==> src/rtl/tcache_pkg.sv <==
// Shared texture-cache definitions: TileLink constants, line geometry and
// the refill engine state encoding.
package tcache_pkg;

  localparam int unsigned ADDR_W     = 32;
  localparam int unsigned DATA_W     = 32;
  localparam int unsigned LINE_WORDS = 32;
  localparam int unsigned LINE_OFF_W = 7;
  localparam int unsigned INDEX_W    = 4;
  localparam int unsigned TAG_W      = 21;
  localparam int unsigned CNT_W      = $clog2(LINE_WORDS);
  localparam int unsigned PERF_W     = 32;

  localparam logic [2:0] TL_GET             = 3'd4;
  localparam logic [2:0] TL_ACCESS_ACK_DATA = 3'd1;
  localparam logic [3:0] LINE_SIZE_LOG2     = 4'd7;

  typedef enum logic [1:0] {
    IDLE,
    REQ,
    RESP,
    DONE
  } state_e;

endpackage

==> src/rtl/tcache_refill_if.sv <==
// TileLink-UH A/D channel bundle between the refill engine (master) and
// the memory fabric (slave).
interface tcache_refill_if;
  import tcache_pkg::*;

  logic [2:0]        tcache_a_opcode;
  logic [2:0]        tcache_a_param;
  logic [3:0]        tcache_a_size;
  logic [ADDR_W-1:0] tcache_a_address;
  logic [3:0]        tcache_a_mask;
  logic [DATA_W-1:0] tcache_a_data;
  logic              tcache_a_corrupt;
  logic              tcache_a_valid;
  logic              tcache_a_ready;

  logic [2:0]        tcache_d_opcode;
  logic [1:0]        tcache_d_param;
  logic [3:0]        tcache_d_size;
  logic              tcache_d_denied;
  logic [DATA_W-1:0] tcache_d_data;
  logic              tcache_d_corrupt;
  logic              tcache_d_valid;
  logic              tcache_d_ready;

  modport master (
    output tcache_a_opcode, tcache_a_param, tcache_a_size, tcache_a_address,
           tcache_a_mask, tcache_a_data, tcache_a_corrupt, tcache_a_valid,
    input  tcache_a_ready,
    input  tcache_d_opcode, tcache_d_param, tcache_d_size, tcache_d_denied,
           tcache_d_data, tcache_d_corrupt, tcache_d_valid,
    output tcache_d_ready
  );

  modport slave (
    input  tcache_a_opcode, tcache_a_param, tcache_a_size, tcache_a_address,
           tcache_a_mask, tcache_a_data, tcache_a_corrupt, tcache_a_valid,
    output tcache_a_ready,
    output tcache_d_opcode, tcache_d_param, tcache_d_size, tcache_d_denied,
           tcache_d_data, tcache_d_corrupt, tcache_d_valid,
    input  tcache_d_ready
  );

endinterface

==> src/rtl/tcache_refill.sv <==
// Texture cache miss-refill engine: one TileLink Get per 128-byte line, 32 word
// writes into the data RAM, then a done pulse. Optional TCACHE_REFILL_PERF_EN adds perf counters.
module tcache_refill
  import tcache_pkg::*;
(
  input  logic               core_clock_i,
  input  logic               core_reset_n_i,
  input  logic               miss_valid_i,
  output logic               miss_ready_o,
  input  logic [ADDR_W-1:0]  miss_addr_i,
  output logic               fill_we_o,
  output logic [INDEX_W-1:0] fill_set_o,
  output logic [CNT_W-1:0]   fill_word_o,
  output logic [DATA_W-1:0]  fill_data_o,
  output logic               fill_done_o,
  output logic [TAG_W-1:0]   fill_tag_o,
  output logic               fill_error_o,
  tcache_refill_if.master    tl
`ifdef TCACHE_REFILL_PERF_EN
  ,
  output logic [PERF_W-1:0]  perf_refills_o,
  output logic [PERF_W-1:0]  perf_stall_o
`endif
);

  state_e             state_q;
  logic [ADDR_W-1:0]  line_q;
  logic [INDEX_W-1:0] set_q;
  logic [TAG_W-1:0]   tag_q;
  logic [CNT_W-1:0]   cnt_q;
  logic               err_q;
  logic               miss_ready_q;
  logic               a_valid_q;
  logic               d_ready_q;
  logic               done_q;
  logic               done_err_q;

  logic a_fire_c;
  logic d_fire_c;
  logic beat_err_c;
  logic last_beat_c;
  logic unused_c;

  assign a_fire_c    = a_valid_q & tl.tcache_a_ready;
  assign d_fire_c    = d_ready_q & tl.tcache_d_valid;
  assign beat_err_c  = tl.tcache_d_denied | tl.tcache_d_corrupt |
                       (tl.tcache_d_opcode != TL_ACCESS_ACK_DATA);
  assign last_beat_c = (cnt_q == CNT_W'(LINE_WORDS - 1));
  assign unused_c    = ^{miss_addr_i[LINE_OFF_W-1:0], tl.tcache_d_param, tl.tcache_d_size};

  // Refill sequencer; handshake strobes are registered alongside the state.
  always_ff @(posedge core_clock_i or negedge core_reset_n_i) begin
    if (!core_reset_n_i) begin
      state_q      <= IDLE;
      line_q       <= '0;
      set_q        <= '0;
      tag_q        <= '0;
      cnt_q        <= '0;
      err_q        <= 1'b0;
      miss_ready_q <= 1'b1;
      a_valid_q    <= 1'b0;
      d_ready_q    <= 1'b0;
      done_q       <= 1'b0;
      done_err_q   <= 1'b0;
    end else begin
      done_q     <= 1'b0;
      done_err_q <= 1'b0;
      case (state_q)
        IDLE: begin
          if (miss_valid_i) begin
            line_q       <= {miss_addr_i[ADDR_W-1:LINE_OFF_W], {LINE_OFF_W{1'b0}}};
            set_q        <= miss_addr_i[LINE_OFF_W +: INDEX_W];
            tag_q        <= miss_addr_i[LINE_OFF_W+INDEX_W +: TAG_W];
            cnt_q        <= '0;
            err_q        <= 1'b0;
            miss_ready_q <= 1'b0;
            a_valid_q    <= 1'b1;
            state_q      <= REQ;
          end
        end
        REQ: begin
          if (a_fire_c) begin
            a_valid_q <= 1'b0;
            d_ready_q <= 1'b1;
            state_q   <= RESP;
          end
        end
        RESP: begin
          if (d_fire_c) begin
            cnt_q <= cnt_q + CNT_W'(1);
            err_q <= err_q | beat_err_c;
            if (last_beat_c) begin
              d_ready_q  <= 1'b0;
              done_q     <= 1'b1;
              done_err_q <= err_q | beat_err_c;
              state_q    <= DONE;
            end
          end
        end
        DONE: begin
          miss_ready_q <= 1'b1;
          state_q      <= IDLE;
        end
        default: begin
          state_q <= IDLE;
        end
      endcase
    end
  end

  assign miss_ready_o = miss_ready_q;
  assign fill_we_o    = d_fire_c;
  assign fill_set_o   = set_q;
  assign fill_word_o  = cnt_q;
  assign fill_data_o  = d_fire_c ? tl.tcache_d_data : '0;
  assign fill_done_o  = done_q;
  assign fill_tag_o   = tag_q;
  assign fill_error_o = done_err_q;

  // A channel only ever carries a full-line Get.
  assign tl.tcache_a_opcode  = TL_GET;
  assign tl.tcache_a_param   = 3'd0;
  assign tl.tcache_a_size    = LINE_SIZE_LOG2;
  assign tl.tcache_a_address = line_q;
  assign tl.tcache_a_mask    = 4'hF;
  assign tl.tcache_a_data    = '0;
  assign tl.tcache_a_corrupt = 1'b0;
  assign tl.tcache_a_valid   = a_valid_q;
  assign tl.tcache_d_ready   = d_ready_q;

`ifdef TCACHE_REFILL_PERF_EN
  logic [PERF_W-1:0] refills_q;
  logic [PERF_W-1:0] stall_q;
  logic              stall_c;

  assign stall_c = ((state_q == REQ)  & ~tl.tcache_a_ready) |
                   ((state_q == RESP) & ~tl.tcache_d_valid);

  // Saturating refill and fabric-stall counters.
  always_ff @(posedge core_clock_i or negedge core_reset_n_i) begin
    if (!core_reset_n_i) begin
      refills_q <= '0;
      stall_q   <= '0;
    end else begin
      if (done_q && (refills_q != '1)) begin
        refills_q <= refills_q + PERF_W'(1);
      end
      if (stall_c && (stall_q != '1)) begin
        stall_q <= stall_q + PERF_W'(1);
      end
    end
  end

  assign perf_refills_o = refills_q;
  assign perf_stall_o   = stall_q;
`endif

endmodule
==> src/flat_wrapper.sv <==
// flat-port wrapper written by rule: the top's interface ports become plain ports
module tcache_refill_flat import tcache_pkg::*;
  (core_clock_i, core_reset_n_i, miss_valid_i, miss_ready_o, miss_addr_i, fill_we_o, fill_set_o, fill_word_o, fill_data_o, fill_done_o, fill_tag_o, fill_error_o, tl_tcache_a_opcode, tl_tcache_a_param, tl_tcache_a_size, tl_tcache_a_address, tl_tcache_a_mask, tl_tcache_a_data, tl_tcache_a_corrupt, tl_tcache_a_valid, tl_tcache_a_ready, tl_tcache_d_opcode, tl_tcache_d_param, tl_tcache_d_size, tl_tcache_d_denied, tl_tcache_d_data, tl_tcache_d_corrupt, tl_tcache_d_valid, tl_tcache_d_ready);
  tcache_refill_if tl_i ();
  input  logic core_clock_i;
  input  logic core_reset_n_i;
  input  logic miss_valid_i;
  output logic miss_ready_o;
  input  logic [ADDR_W-1:0] miss_addr_i;
  output logic fill_we_o;
  output logic [INDEX_W-1:0] fill_set_o;
  output logic [CNT_W-1:0] fill_word_o;
  output logic [DATA_W-1:0] fill_data_o;
  output logic fill_done_o;
  output logic [TAG_W-1:0] fill_tag_o;
  output logic fill_error_o;
  output wire logic [$bits(tl_i.tcache_a_opcode)-1:0] tl_tcache_a_opcode;
  output wire logic [$bits(tl_i.tcache_a_param)-1:0] tl_tcache_a_param;
  output wire logic [$bits(tl_i.tcache_a_size)-1:0] tl_tcache_a_size;
  output wire logic [$bits(tl_i.tcache_a_address)-1:0] tl_tcache_a_address;
  output wire logic [$bits(tl_i.tcache_a_mask)-1:0] tl_tcache_a_mask;
  output wire logic [$bits(tl_i.tcache_a_data)-1:0] tl_tcache_a_data;
  output wire logic [$bits(tl_i.tcache_a_corrupt)-1:0] tl_tcache_a_corrupt;
  output wire logic [$bits(tl_i.tcache_a_valid)-1:0] tl_tcache_a_valid;
  input wire logic [$bits(tl_i.tcache_a_ready)-1:0] tl_tcache_a_ready;
  input wire logic [$bits(tl_i.tcache_d_opcode)-1:0] tl_tcache_d_opcode;
  input wire logic [$bits(tl_i.tcache_d_param)-1:0] tl_tcache_d_param;
  input wire logic [$bits(tl_i.tcache_d_size)-1:0] tl_tcache_d_size;
  input wire logic [$bits(tl_i.tcache_d_denied)-1:0] tl_tcache_d_denied;
  input wire logic [$bits(tl_i.tcache_d_data)-1:0] tl_tcache_d_data;
  input wire logic [$bits(tl_i.tcache_d_corrupt)-1:0] tl_tcache_d_corrupt;
  input wire logic [$bits(tl_i.tcache_d_valid)-1:0] tl_tcache_d_valid;
  output wire logic [$bits(tl_i.tcache_d_ready)-1:0] tl_tcache_d_ready;
  assign tl_tcache_a_opcode = tl_i.tcache_a_opcode;
  assign tl_tcache_a_param = tl_i.tcache_a_param;
  assign tl_tcache_a_size = tl_i.tcache_a_size;
  assign tl_tcache_a_address = tl_i.tcache_a_address;
  assign tl_tcache_a_mask = tl_i.tcache_a_mask;
  assign tl_tcache_a_data = tl_i.tcache_a_data;
  assign tl_tcache_a_corrupt = tl_i.tcache_a_corrupt;
  assign tl_tcache_a_valid = tl_i.tcache_a_valid;
  assign tl_i.tcache_a_ready = tl_tcache_a_ready;
  assign tl_i.tcache_d_opcode = tl_tcache_d_opcode;
  assign tl_i.tcache_d_param = tl_tcache_d_param;
  assign tl_i.tcache_d_size = tl_tcache_d_size;
  assign tl_i.tcache_d_denied = tl_tcache_d_denied;
  assign tl_i.tcache_d_data = tl_tcache_d_data;
  assign tl_i.tcache_d_corrupt = tl_tcache_d_corrupt;
  assign tl_i.tcache_d_valid = tl_tcache_d_valid;
  assign tl_tcache_d_ready = tl_i.tcache_d_ready;
  tcache_refill u_core (.core_clock_i(core_clock_i), .core_reset_n_i(core_reset_n_i), .miss_valid_i(miss_valid_i), .miss_ready_o(miss_ready_o), .miss_addr_i(miss_addr_i), .fill_we_o(fill_we_o), .fill_set_o(fill_set_o), .fill_word_o(fill_word_o), .fill_data_o(fill_data_o), .fill_done_o(fill_done_o), .fill_tag_o(fill_tag_o), .fill_error_o(fill_error_o), .tl(tl_i));
endmodule
==> config.mk <==
export PLATFORM = sky130hd
export DESIGN_NAME = tcache_refill_flat
export DESIGN_NICKNAME = d
export VERILOG_FILES = /design/src/rtl/tcache_pkg.sv /design/src/rtl/tcache_refill_if.sv /design/src/rtl/tcache_refill.sv /design/src/flat_wrapper.sv
export SDC_FILE = /design/constraint.sdc
export NUM_CORES = 1
export LEC_CHECK = 0
export ABC_AREA = 1
export CAP_MARGIN = 30
export CELL_PAD_IN_SITES_DETAIL_PLACEMENT = 1
export CELL_PAD_IN_SITES_GLOBAL_PLACEMENT = 2
export CORE_UTILIZATION = 15
export CTS_BUF_LIST = sky130_fd_sc_hd__clkbuf_4 sky130_fd_sc_hd__clkbuf_8 sky130_fd_sc_hd__clkbuf_16
export DETAILED_ROUTE_END_ITERATION = 8
export PLACE_DENSITY_LB_ADDON = 0.1
export SYNTH_ARGS = -nofsm -noshare
export SYNTH_HDL_FRONTEND = slang
export SYNTH_SLANG_ARGS = --single-unit
export TNS_END_PERCENT = 10
==> constraint.sdc <==
create_clock -name core_clock_i -period 1.5 [get_ports core_clock_i]
set_input_delay 0.45 -clock core_clock_i [delete_from_list [all_inputs] [get_ports core_clock_i]]
set_output_delay 0.45 -clock core_clock_i [all_outputs]
set_load 0.03 [all_outputs]
==> impl_summary.txt <==
----------------------------------------------------
[Clock tree]
  Insertion delay of the later-clocked pin in the worst-skew pair ... 0.28 ns
  TritonCTS Buffers ... 5
  Maximum level of the CTS H-tree ... 2
  Max Root-Sink Buffers ... 2
  TritonCTS clock tree ... yes
  Clk pin slew, worst setup/hold paths ... 0.06 ns
  Number of clock sinks seen by CTS ... 38
  CTS Root Buffer Type ... clkbuf_16

[Logic synthesis]
  Leading post-synthesis cells by cell area ... dfrtp_1, buf_4, nand2_1
  Sequential cell area fraction in the yosys report ... 37.00%
  Count of cell types in the netlist ... 24
  Number of warnings issued by yosys ... 0
  Adder-cell share of the synthesized area ... 2.917%
  Combinational family with the most area after synthesis ... buffers and inverters
  Mapped Area ... 2574 um2
  Synth Area in XOR/XNOR ... 0%
  Post-synth top area share ... 35.97%
  Mux cell area share after synthesis ... 0%
  Compound-gate portion of the synthesized area ... 2.820%
  Synthesized area divided by synthesized cell count ... 7.482 um2
  Post-synthesis register bit count ... 38
  Simple-gate share of the synthesized area ... 24.74%
  Gate count after technology mapping ... 344
  Cell type with the largest total area after synthesis ... dfrtp_1

[Route]
  Drt total wl ... 8424 um
  Remaining number of nets flagged by the antenna check after routing ... 0
  Detailed-routing iteration count for the pre-antenna-repair pass ... 4
  Wire length per cell ... 11.59 um
  First-iteration detailed-routing DRC count ... 14
  Average via count per standard cell ... 3.344
  DRC violation count after routing ... 0
  Count of vias placed by the detailed router ... 2,431

[Timing]
  Setup Skew ... 0.003287 ns
  Fmax ... 593.5 MHz
  RSZ-0062 raised after global routing ... true
  Final clock period utilization by the worst path ... 112.3%
  Number of hold-slack violations in the final timing report ... 0
  Total count of max-transition violations in the final report ... 0
  Post-Route Hold Slack ... 0.08408 ns
  Total Neg Setup Slack ... -5.047 ns
  Number of endpoints failing setup at the final stage ... 33
  Post-route setup slack ... -0.1848 ns
  Period minus WS final ... 1.685 ns

[Die]
  Die boundary width ... 133.0 um
  Vertical die dimension ... 133.0 um
  Top-level port count ... 227
  Core Box Area ... 16,640 um2
  Std-Cell Rows ... 47
  Die area ... 17,690 um2
  Effective utilization at floorplan ... 15.47%

[Status]
  Violations in the final reports ... setup timing
  Outcome ... complete, but fails checks

[Setup path]
  WS Path Type ... in -> out
  Maximum fanout along the worst path ... 1
  Sort of element at the end of the critical path ... output pin
  Launching point of the worst reg2reg path ... u_core.fill_word_o[0]
  Capturing element of the worst setup path ... fill_data_o[1]
  Crit path from ... tl_tcache_d_data[1]
  Endpoint of the worst register-to-register path ... u_core.state_q[0]
  Worst setup SP type ... input port
  CP Data Required Time ... 1.05 ns
  Worst Reg-to-Reg Cells ... 10
  Worst R2R Setup Slack ... 0.01 ns
  Critical Path AT ... 1.23 ns

[Cells and area]
  Fin util ... 28.57%
  Number of cells in the finished layout apart from fillers ... 727
  Layout net count ... 592
  Ant. Diodes ... 0
  Share of layout cells above drive strength 1 ... 38.26%
  Growth of design area from synthesis to finish ... 84.74%

[Placed design]
  Routability Congestion ... 0.7781
  Instance count after placement with tap cells included ... 716
  Port Buf Inserts ... 159
  Detailed placement HPWL ... 6685 um

[Power]
  Static Leak ... 2.459 nW
  Overall power consumption ... 8.177 mW
  Maximum vdd drop ... 1050 uV
  Power density cells ... 1720 nW/um2

[GRT]
  Total global routing track utilization ... 9.229%
  Number of antenna violations at the first check in global routing ... 0
  Total congestion overflow ... 0
  Largest net degree at the start of global routing ... 21
  Number of global-route vias before repair ... 2,452
  Global-route wire length before repair ... 12,770 um

[Run]
  Maxcap violations ... 0

[Worst hold path]
  Hold Crit Class ... in -> async

----------------------------------------------------
cells by family after synthesis:
family,count (synthesis)
and+or+nand+nor,153
other,2
adders and majority gates,6
DFF,38
AOI/OAI and AO/OA,10
buffers and inverters,135
sequential cells by signal, indices dropped and copies added (netlist names), 2 cells and up:
register and cells:
u_core.tl.tcache_a_address 2, u_core.fill_set_o 3, u_core.fill_word_o 5, u_core.state_q 2, u_core.fill_tag_o 20
timing repair:
item                                    4_1_cts  5_1_grt
resized for setup                            52        8
setup buffers                                 1        0
hold buffers                                  0        0
gates cloned                                  2        0
pin swaps                                     1        3
endpoints found under the setup margin       42       44
worst max-delay path: stages:
cell and delay, ns:
clkdlybuf4s50_1 0.49, inv_1 0.08, nor2_4 0.09, buf_6 0.13
through the flow:
step	setup WS, ns	instance area (um2)
floorplan	-0.007660	3009
global placement	-0.4341	4342
detailed placement	-0.4329	4342
CTS	-0.1879	4746
global route	-0.2169	4755
finish	-0.1848	4755
metal layers:
layer	global-route usage (%)	vias up	share of wire (%)
li1	-	1198	-
met2	16.06	140	48
met3	2.644	5	8.5
met4	2.490	0	1.0
met5	0	-	0
met1	11.01	1088	43
cell type report:
type	instances	area, um2
timing repair buffer	191	1899
clock buffer	6	138.9
clock inverter	2	60.06
multi-input combinational	223	1249
sequential	38	955.9
tap	220	275.3
inverter	47	176.4
fill	1952	11890
cell usage in the layout (no fill, tap or decap), drive strengths merged:
cell type,instances
nand3,8
or2,3
buf,123
dfstp,1
ha,6
dlygate4sd2,2
o21ai,8
inv,47
dlymetal6s2s,1
nor2,39
a22o,1
clkbuf,7
clkdlybuf4s50,61
nor2b,1
bufinv,2
nand4,3
a21oi,1
clkdlybuf4s15,3
nand2,99
conb,54
dfrtp,37
synthesized netlist by cell type (all sizes together):
cell and n:
buf 83, inv 47, conb 2, a22o 1, nor2 39, clkbuf 5
dfrtp 37, nor2b 1, dfstp 1, or2 3, o21ai 8, nand2 99
a21oi 1, ha 6, nand3 8, nand4 3
where the power goes:
group          leakage, nW  total [mW]  internal, mW  switching [mW]
Clock               0.0971        1.44         0.999           0.439
Combinational         1.89        4.94          1.97            2.96
Sequential           0.472        1.80          1.45           0.352
Total                 2.46        8.18          4.42            3.75
how the worst min path moves through the flow:
stage,from,endpoint,slack [ns],cells past startpoint
floorplan,core_reset_n_i,u_core.err_q,0.15,0
global placement,core_reset_n_i,u_core.fill_tag_o[16],0.40,1
detailed placement,core_reset_n_i,u_core.fill_tag_o[16],0.41,1
CTS,core_reset_n_i,u_core.fill_set_o[0],0.1,1
global route,core_reset_n_i,u_core.fill_tag_o[18],0.10,1
finish,core_reset_n_i,u_core.fill_set_o[0],0.08,1
(Power assumes the default switching activity.)
